===== config.mk =====
export PLATFORM = sky130hd
export DESIGN_NAME = ir_logic_unit
export DESIGN_NICKNAME = d
export VERILOG_FILES = /design/src/rtl/ir_logic_pkg.sv /design/src/rtl/ir_logic_core.sv /design/src/rtl/ir_logic_unit.sv
export SDC_FILE = /design/constraint.sdc
export NUM_CORES = 1
export LEC_CHECK = 0
export CORE_MARGIN = 2
export CORE_UTILIZATION = 39
export CTS_CLUSTER_SIZE = 10
export DETAILED_ROUTE_END_ITERATION = 8
export DONT_BUFFER_PORTS = 1
export HOLD_SLACK_MARGIN = 0.15
export PLACE_DENSITY = 0.56
export SLEW_MARGIN = 20
export SYNTH_ARGS = -nofsm -noshare
export SYNTH_HDL_FRONTEND = slang
export SYNTH_SLANG_ARGS = --single-unit

===== constraint.sdc =====
create_clock -name CLK -period 2.5 [get_ports CLK]
set_input_delay 0.5 -clock CLK [delete_from_list [all_inputs] [get_ports CLK]]
set_output_delay 0.5 -clock CLK [all_outputs]
set_load 0.01 [all_outputs]

===== src/rtl/ir_logic_pkg.sv =====
// Shared opcode set, accumulate FSM states and helpers for the ir_logic_unit block.
package ir_logic_pkg;

  typedef enum logic [3:0] {
    OP_AND  = 4'd0,
    OP_NAND = 4'd1,
    OP_OR   = 4'd2,
    OP_NOR  = 4'd3,
    OP_XOR  = 4'd4,
    OP_XNOR = 4'd5,
    OP_SHL  = 4'd6,
    OP_SHR  = 4'd7,
    OP_INV  = 4'd8,
    OP_RAND = 4'd9,
    OP_ROR  = 4'd10,
    OP_RXOR = 4'd11
  } op_e;

  typedef enum logic {
    ST_IDLE  = 1'b0,
    ST_ACCUM = 1'b1
  } acc_state_e;

  // Identity element bit replicated across the word when a packet starts
  localparam logic IDENT_ONES = 1'b1;
  localparam logic IDENT_ZERO = 1'b0;

  function automatic logic is_reserved(input logic [3:0] op);
    return op >= 4'd12;
  endfunction

  function automatic logic is_accum_op(input logic [3:0] op);
    return (op == OP_AND) || (op == OP_OR) || (op == OP_XOR);
  endfunction

  function automatic logic ident_bit(input logic [3:0] op);
    return (op == OP_AND) ? IDENT_ONES : IDENT_ZERO;
  endfunction

endpackage


===== src/rtl/ir_logic_core.sv =====
// Combinational evaluation of one logic opcode on N-bit operands.
module ir_logic_core
  import ir_logic_pkg::*;
#(
  parameter  int unsigned N  = 8,
  localparam int unsigned SW = $clog2(N)
) (
  input  logic [3:0]    op,
  input  logic [N-1:0]  a,
  input  logic [N-1:0]  b,
  input  logic [SW-1:0] sh,
  output logic [N-1:0]  res_c,
  output logic          flag_c,
  output logic          reserved_c
);

  // Only reachable for non-power-of-2 widths
  logic sh_ovf;
  assign sh_ovf = 32'(sh) >= N;

  always_comb begin
    res_c = '0;
    case (op)
      OP_AND:  res_c = a & b;
      OP_NAND: res_c = ~(a & b);
      OP_OR:   res_c = a | b;
      OP_NOR:  res_c = ~(a | b);
      OP_XOR:  res_c = a ^ b;
      OP_XNOR: res_c = ~(a ^ b);
      OP_SHL:  res_c = sh_ovf ? '0 : (a << sh);
      OP_SHR:  res_c = sh_ovf ? '0 : (a >> sh);
      OP_INV:  res_c = ~a;
      OP_RAND: res_c = N'(&a);
      OP_ROR:  res_c = N'(|a);
      OP_RXOR: res_c = N'(^a);
      default: res_c = '0;
    endcase
    // Reductions place r in bit 0, so |C equals r for them as well
    flag_c     = |res_c;
    reserved_c = is_reserved(op);
  end

endmodule


===== src/rtl/ir_logic_unit.sv =====
// Pipelined logic unit with valid/ready handshake and registered result.
// Define IR_LOGIC_ACCUM_EN to build the packet accumulate FSM and ACCV register.
module ir_logic_unit
  import ir_logic_pkg::*;
#(
  parameter  int unsigned N  = 8,
  localparam int unsigned SW = $clog2(N)
) (
  input  logic          CLK,
  input  logic          RESET,
  input  logic          IN_VALID,
  output logic          IN_READY,
  input  logic [3:0]    OP,
  input  logic [N-1:0]  A,
  input  logic [N-1:0]  B,
  input  logic [SW-1:0] SH,
  input  logic          ACC,
  input  logic          LAST,
  output logic          OUT_VALID,
  input  logic          OUT_READY,
  output logic [N-1:0]  C,
  output logic          R,
  output logic          ERR
);

  logic [N-1:0] core_res;
  logic         core_flag;
  logic         core_reserved;

  ir_logic_core #(.N(N)) u_core (
    .op         (OP),
    .a          (A),
    .b          (B),
    .sh         (SH),
    .res_c      (core_res),
    .flag_c     (core_flag),
    .reserved_c (core_reserved)
  );

  logic accept;
  assign IN_READY = !OUT_VALID || OUT_READY;
  assign accept   = IN_VALID && IN_READY;

  logic         out_valid_d;
  logic [N-1:0] c_d;
  logic         r_d;
  logic         err_d;
  logic         produce;
  logic         normal;
  logic [N-1:0] res;
  logic         flag;

`ifdef IR_LOGIC_ACCUM_EN
  acc_state_e   state_q, state_d;
  logic [N-1:0] accv_q, accv_d;
  logic [3:0]   pkt_op_q, pkt_op_d;
  logic [N-1:0] acc_word;

  function automatic logic [N-1:0] fold(input logic [3:0] op, input logic [N-1:0] x,
                                        input logic [N-1:0] y);
    case (op)
      OP_AND:  return x & y;
      OP_OR:   return x | y;
      default: return x ^ y;
    endcase
  endfunction
`else
  logic unused_acc_ports;
  assign unused_acc_ports = ACC ^ LAST;
`endif

  // Next-state and next-output selection
  always_comb begin
    out_valid_d = OUT_VALID && !OUT_READY;
    c_d         = C;
    r_d         = R;
    err_d       = ERR;
    produce     = 1'b1;
    normal      = 1'b1;
    res         = core_res;
    flag        = core_flag;
`ifdef IR_LOGIC_ACCUM_EN
    state_d     = state_q;
    accv_d      = accv_q;
    pkt_op_d    = pkt_op_q;
    acc_word    = '0;
`endif
    if (accept) begin
`ifdef IR_LOGIC_ACCUM_EN
      case (state_q)
        ST_IDLE: begin
          if (ACC && is_accum_op(OP)) begin
            normal   = 1'b0;
            acc_word = fold(OP, {N{ident_bit(OP)}}, A);
            if (LAST) begin
              res  = acc_word;
              flag = |acc_word;
            end else begin
              produce  = 1'b0;
              accv_d   = acc_word;
              pkt_op_d = OP;
              state_d  = ST_ACCUM;
            end
          end
        end
        ST_ACCUM: begin
          // ACC=0 beats fall through as normal ops and leave the packet open
          if (ACC) begin
            normal   = 1'b0;
            acc_word = fold(pkt_op_q, accv_q, A);
            if (LAST) begin
              res     = acc_word;
              flag    = |acc_word;
              accv_d  = '0;
              state_d = ST_IDLE;
            end else begin
              produce = 1'b0;
              accv_d  = acc_word;
            end
          end
        end
        default: state_d = ST_IDLE;
      endcase
`endif
      out_valid_d = produce;
      if (produce) begin
        c_d = res;
        r_d = flag;
      end
      if (normal && core_reserved) begin
        err_d = 1'b1;
      end
    end
  end

  always_ff @(posedge CLK) begin
    if (RESET) begin
      OUT_VALID <= 1'b0;
      C         <= '0;
      R         <= 1'b0;
      ERR       <= 1'b0;
`ifdef IR_LOGIC_ACCUM_EN
      state_q   <= ST_IDLE;
      accv_q    <= '0;
      pkt_op_q  <= '0;
`endif
    end else begin
      OUT_VALID <= out_valid_d;
      C         <= c_d;
      R         <= r_d;
      ERR       <= err_d;
`ifdef IR_LOGIC_ACCUM_EN
      state_q   <= state_d;
      accv_q    <= accv_d;
      pkt_op_q  <= pkt_op_d;
`endif
    end
  end

endmodule


# Yosys cells after proc, flatten, opt, wreduce, memory -nomap -nowiden
# Cells that the tools add are included.
totals:
  word_cells: 38
  ff_bits: 11
  out_inout_bits: 12
  in_bits: 29
op_classes:
  reduce_logical: 11
  shifts: 2
  n_eq_ne: 11
  muxes: 2
  bitwise_logic: 7
  order_cmp: 1
op_table:
  columns: ["cell", "count"]
  rows:
  - ["case mux 8 bit (12 select lines)", 1]
  - ["inverter 8 bit", 4]
  - ["equality test 4 x 3 -> 1 bit (second input constant)", 4]
  - ["equality test 4 bit (second input constant)", 4]
  - ["OR reduction 8 bit", 2]
  - ["bitwise AND 8 bit", 1]
  - ["equality test 4 x 2 -> 1 bit (second input constant)", 2]
  - ["OR 8 bit", 1]
  - ["AND reduction 8 bit", 1]
  - ["XOR reduction 8 bit", 1]
  - ["left shift 8 x 3 -> 8 bit", 1]
  - ["right shift 8 x 3 -> 8 bit", 1]
  - ["bitwise XOR 8 bit", 1]
  - ["equality test 4 x 1 -> 1 bit (second input constant)", 1]
  - ["greater-or-equal comparator 4 bit (second input constant)", 1]
  - ["logical NOT 4 bit", 1]
  - ["logical AND 1 bit", 2]
  - ["logical NOT 1 bit", 2]
  - ["AND reduction 2 bit", 1]
  - ["logical OR 1 bit", 1]
  - ["2-to-1 mux 1 bit", 1]

# Logic depth before layout (Yosys ltp)
depth:
  ltp_word: 4
  depth_mapped: 9
  mapped_depth_nobuf: 8

# Hierarchy
# A second synthesis with hierarchy kept.
hier_totals:
  hier_cells: 261
  area_unflattened_um2: 2082.0
modules_own_cells:
  columns: ["mod", "area_per_inst_um2", "cells_per_inst", "seq_area_each_um2", "n_inst"]
  rows:
  - ["ir_logic_core", 1587.8, 213, 0.0, 1]
  - ["ir_logic_unit", 494.2, 48, 220.2, 1]

# Worst setup path after synthesis
# OpenSTA, ideal clock, no wires.
synth_timing:
  path_type: "input-to-reg"
  start: "in SH[0]"
  end: "reg R"
  cell_stages: 7
  t_arrival_ps: 2169
  slack_ps: 188
  path_buffers: 1
  path_cell_list: "buf_6 -> mux4_2 -> nand3_1 -> o211ai_1 -> or4_4 -> nor4_2 -> a41oi_1"
synth_via:
  elab_chain_cells: 3
synth_lines:
  columns: ["element", "line_no", "rtl"]
  rows:
  - ["from (decl)", "ir_logic_unit.sv:16", "input logic [SW-1:0] SH,"]
  - ["right shift 8 x 3 -> 8 bit or left shift 8 x 3 -> 8 bit (tied branches)", "ir_logic_core.sv:31, ir_logic_core.sv:30", null]
  - ["case mux 8 bit (12 select lines) (*)", "ir_logic_core.sv:23", "case (op)"]
  - ["OR reduction 8 bit (*)", "ir_logic_core.sv:39", "flag_c = |res_c;"]
  - ["to (signal assigned)", "ir_logic_unit.sv:150", "R <= r_d;"]
  - ["to (decl)", "ir_logic_unit.sv:22", "output logic R,"]
# Mark *: on every way between the ends. The rest lies on a longest branch, timed or not.
# A chain may end at the register's enable or synchronous reset.

# Final worst setup path
layout_timing:
  start: "in A[5]"
  end: "reg R"
layout_via:
  elab_chain_cells: 4
layout_lines:
  columns: ["element", "line_no", "rtl"]
  rows:
  - ["from (decl)", "ir_logic_unit.sv:14", "input logic [N-1:0] A,"]
  - ["parallel branches: the longest is 2 deep, another holds right shift 8 x 3 -> 8 bit", null, null]
  - ["case mux 8 bit (12 select lines) (*)", "ir_logic_core.sv:23", null]
  - ["OR reduction 8 bit (*)", "ir_logic_core.sv:39", null]
# Every way passes the cells marked *.

==> out/qor.yml <==
hp-class: "primary input to flop"
dp_cells: 295
timing.final.crit_period_ps: 2140
cts_htree_levels: 1
drc_errors: 0
p_sw_mw: 0.197
die_area_um2: 5430
cts.clk_slew.worst_paths_ps: 50
cp.arrival_ps: 2240
synthesis.area_um2: 1890
whs_path_depth: 1
diodes: 0
holdWs_ps: 326
r2r-end: "R"
fin_crit_sh: 0.858
swShare: 0.323
finalPower_mw: 0.610
synth.most_common_cell: "nor2_1"
start_kind: "primary input"
syn2layout_area_growth_pct: 2.18
cts_buffers: 3
vias_per_cell: 6.22
skew_ps: 0.972
synth_nets: 309
async_reset_ff_frac: 0
start_util: 0.404
hold_buffers: 0
synthTopCellsByArea: "ha_1 16%, dfxtp_1 12%, mux2i_1 6.9%"
clockPowerShare: 0.291
grt_pass1_vias: 1719
die_y_um: 73.7
grt_max_degree: 29
port_buffers: 0
synth_ff_type: "dfxtp_1"
insertion_delay_ps: 240
peakVddDrop_uv: 156
p_leak_nw: 0.829
synth_top_cell_area_share: 0.159
io_pins: 41
drv_cap: 0
cp-end-kind: "flop"
finalHoldViolations: 0
yosysSeqAreaShare: 0.116
pwr-share-seq: 0.334
critical_path_class: "primary input to flop"
rsz0062_at_grt: "false"
synth_cells: 256
setup_ws_ps: 356
root_buffer: "clkbuf_8"
wire_per_inst_um: 18.1
pwr-share-comb: 0.376
hp-start: "RESET"
p_int_mw: 0.413
yosysUniqueCellTypes: 52
yosys_warnings: 0
cts_tree: "done"
overflow: 0
placementRows: 25
r2r_start: "OUT_VALID"
die_w_um: 73.7
cts.sinks: 11
fin_tns_setup_ps: 0
core-area_um2: 4690
cts_buffer_depth: 2
tightest_slew_ps: 421
status: "finished clean"
layout.cells.non_filler: 299
dp_slack_ps: 103
slew_headroom: 0.716
synth_common_cells: "28 x nor2_1, 25 x inv_1, 24 x ha_1"
crit_slowest_cell: "or4_1"
avgSynthCellArea_um2: 7.40
ff2ff_path_depth: 6
drt-pass1-iter-count: 4
hpwl_um: 4300
synth-edff-count: 0
globalplace.congestion: 0.923
cp.required_ps: 2590
nets: 299
dr.first_iter.drc_count: 117
report.final.slew_viol_count: 0
ys_ff_latch: 11
grt_first_pass_wirelength_um: 8620
track_usage: 0.205
antenna_found_initial: 0
holdPathEnd: "C[0]"
max_freq_ghz: 0.466
crit_path_max_incr_delay_ps: 540
post_cts_buffers: 0
path_max_fanout: 7
setup_viol: 0
drive_above_1_share: 0.0653
p_per_area_nw_per_um2: 315
route.vias.total: 1860
routed_wl_um: 5400
rrSetupSlack_ps: 660
cts_resized: 0
antenna_left: 0
yosys.area.top_type: "ha_1"
crit_chain: "inv_1 > ha_1 > mux2i_1 > xnor2_1 > nor3_1 > or4_1 > nor4_1 > a41oi_1"
==> kinds of logic after synthesis <==
kind of cell             Yosys count  synth area share
buffers and inverters             40            0.0872
multiplexers                      18             0.112
AND/OR/NAND/NOR                  101             0.285
flip-flops                        11             0.116
XOR/XNOR                          11            0.0509
adder cells (fa/ha/maj)           24             0.159
AO/OA/AOI/OAI                     51             0.190
==> state kept, by name, summed over array words and instances (netlist names) <==
register	cells
C	8
ERR	1
OUT_VALID	1
R	1
==> final cells by class <==
| type | count | area, µm² |
|---|---|---|
| sequential | 11 | 220 |
| inverter | 25 | 93.8 |
| fill | 499 | 2760 |
| tap | 54 | 67.6 |
| clock buffer | 4 | 45.0 |
| multi-input combinational | 205 | 1510 |
==> how the worst max path moves through the flow <==
| stage | startpoint | end | slack [ps] | depth (start not counted) |
|---|---|---|---|---|
| detailed placement | A[5] | R | 100 | 8 |
| CTS | A[5] | R | 360 | 8 |
| floorplan | SH[0] | R | 190 | 7 |
| finish | A[5] | R | 360 | 8 |
| global placement | A[5] | R | 160 | 8 |
| global route | A[5] | R | 260 | 8 |
==> critical path, delay by kind of cell <==
kind            cells  cell delay [ps]
simple gates        3              910
xor+xnor            1              140
fa+ha+maj           1              300
buf+inv             1               70
compound gates      1              150
mux                 1              170
==> layout by cell type, fill, tap and decap left out, types with 3 or more instances in the layout <==
cell and n:
nand2b_1 6, inv_1 25, o21ai_0 6, nand3b_1 3
nor2b_1 8, nand2_1 11, mux2_2 3, nor2_1 28
nand3_1 7, clkbuf_8 3, a21oi_1 12, mux2i_1 13
nor3b_1 3, a211oi_1 3, a31oi_1 4, o22ai_1 3
dfxtp_1 11, or3b_2 3, nor3_1 17, ha_1 24
xnor2_1 9, nor4_1 4
==> power groups by stage <==
stage / clock network [mW] / registers (mW) / logic [mW]
after floorplan: 0 / 0.205 / 0.214
after global placement: 0 / 0.207 / 0.224
after detailed placement: 0 / 0.208 / 0.227
after CTS: 0.181 / 0.204 / 0.228
after global routing: 0.190 / 0.205 / 0.256
final: 0.178 / 0.204 / 0.229
==> metal layers <==
layer  share of wire  track usage
met1            0.43        0.278
met2            0.47        0.331
met3           0.086       0.0357
met4           0.019       0.0545
met5               0            0
==> metrics by stage <==
step | util | instance area (µm²)
2_1_floorplan | - | 1890
3_3_place_gp | 0.403 | 1890
3_5_place_dp | 0.403 | 1890
4_1_cts | 0.413 | 1940
5_1_grt | 0.413 | 1940
6_report | 0.413 | 1940
(Power assumes the default switching activity.)
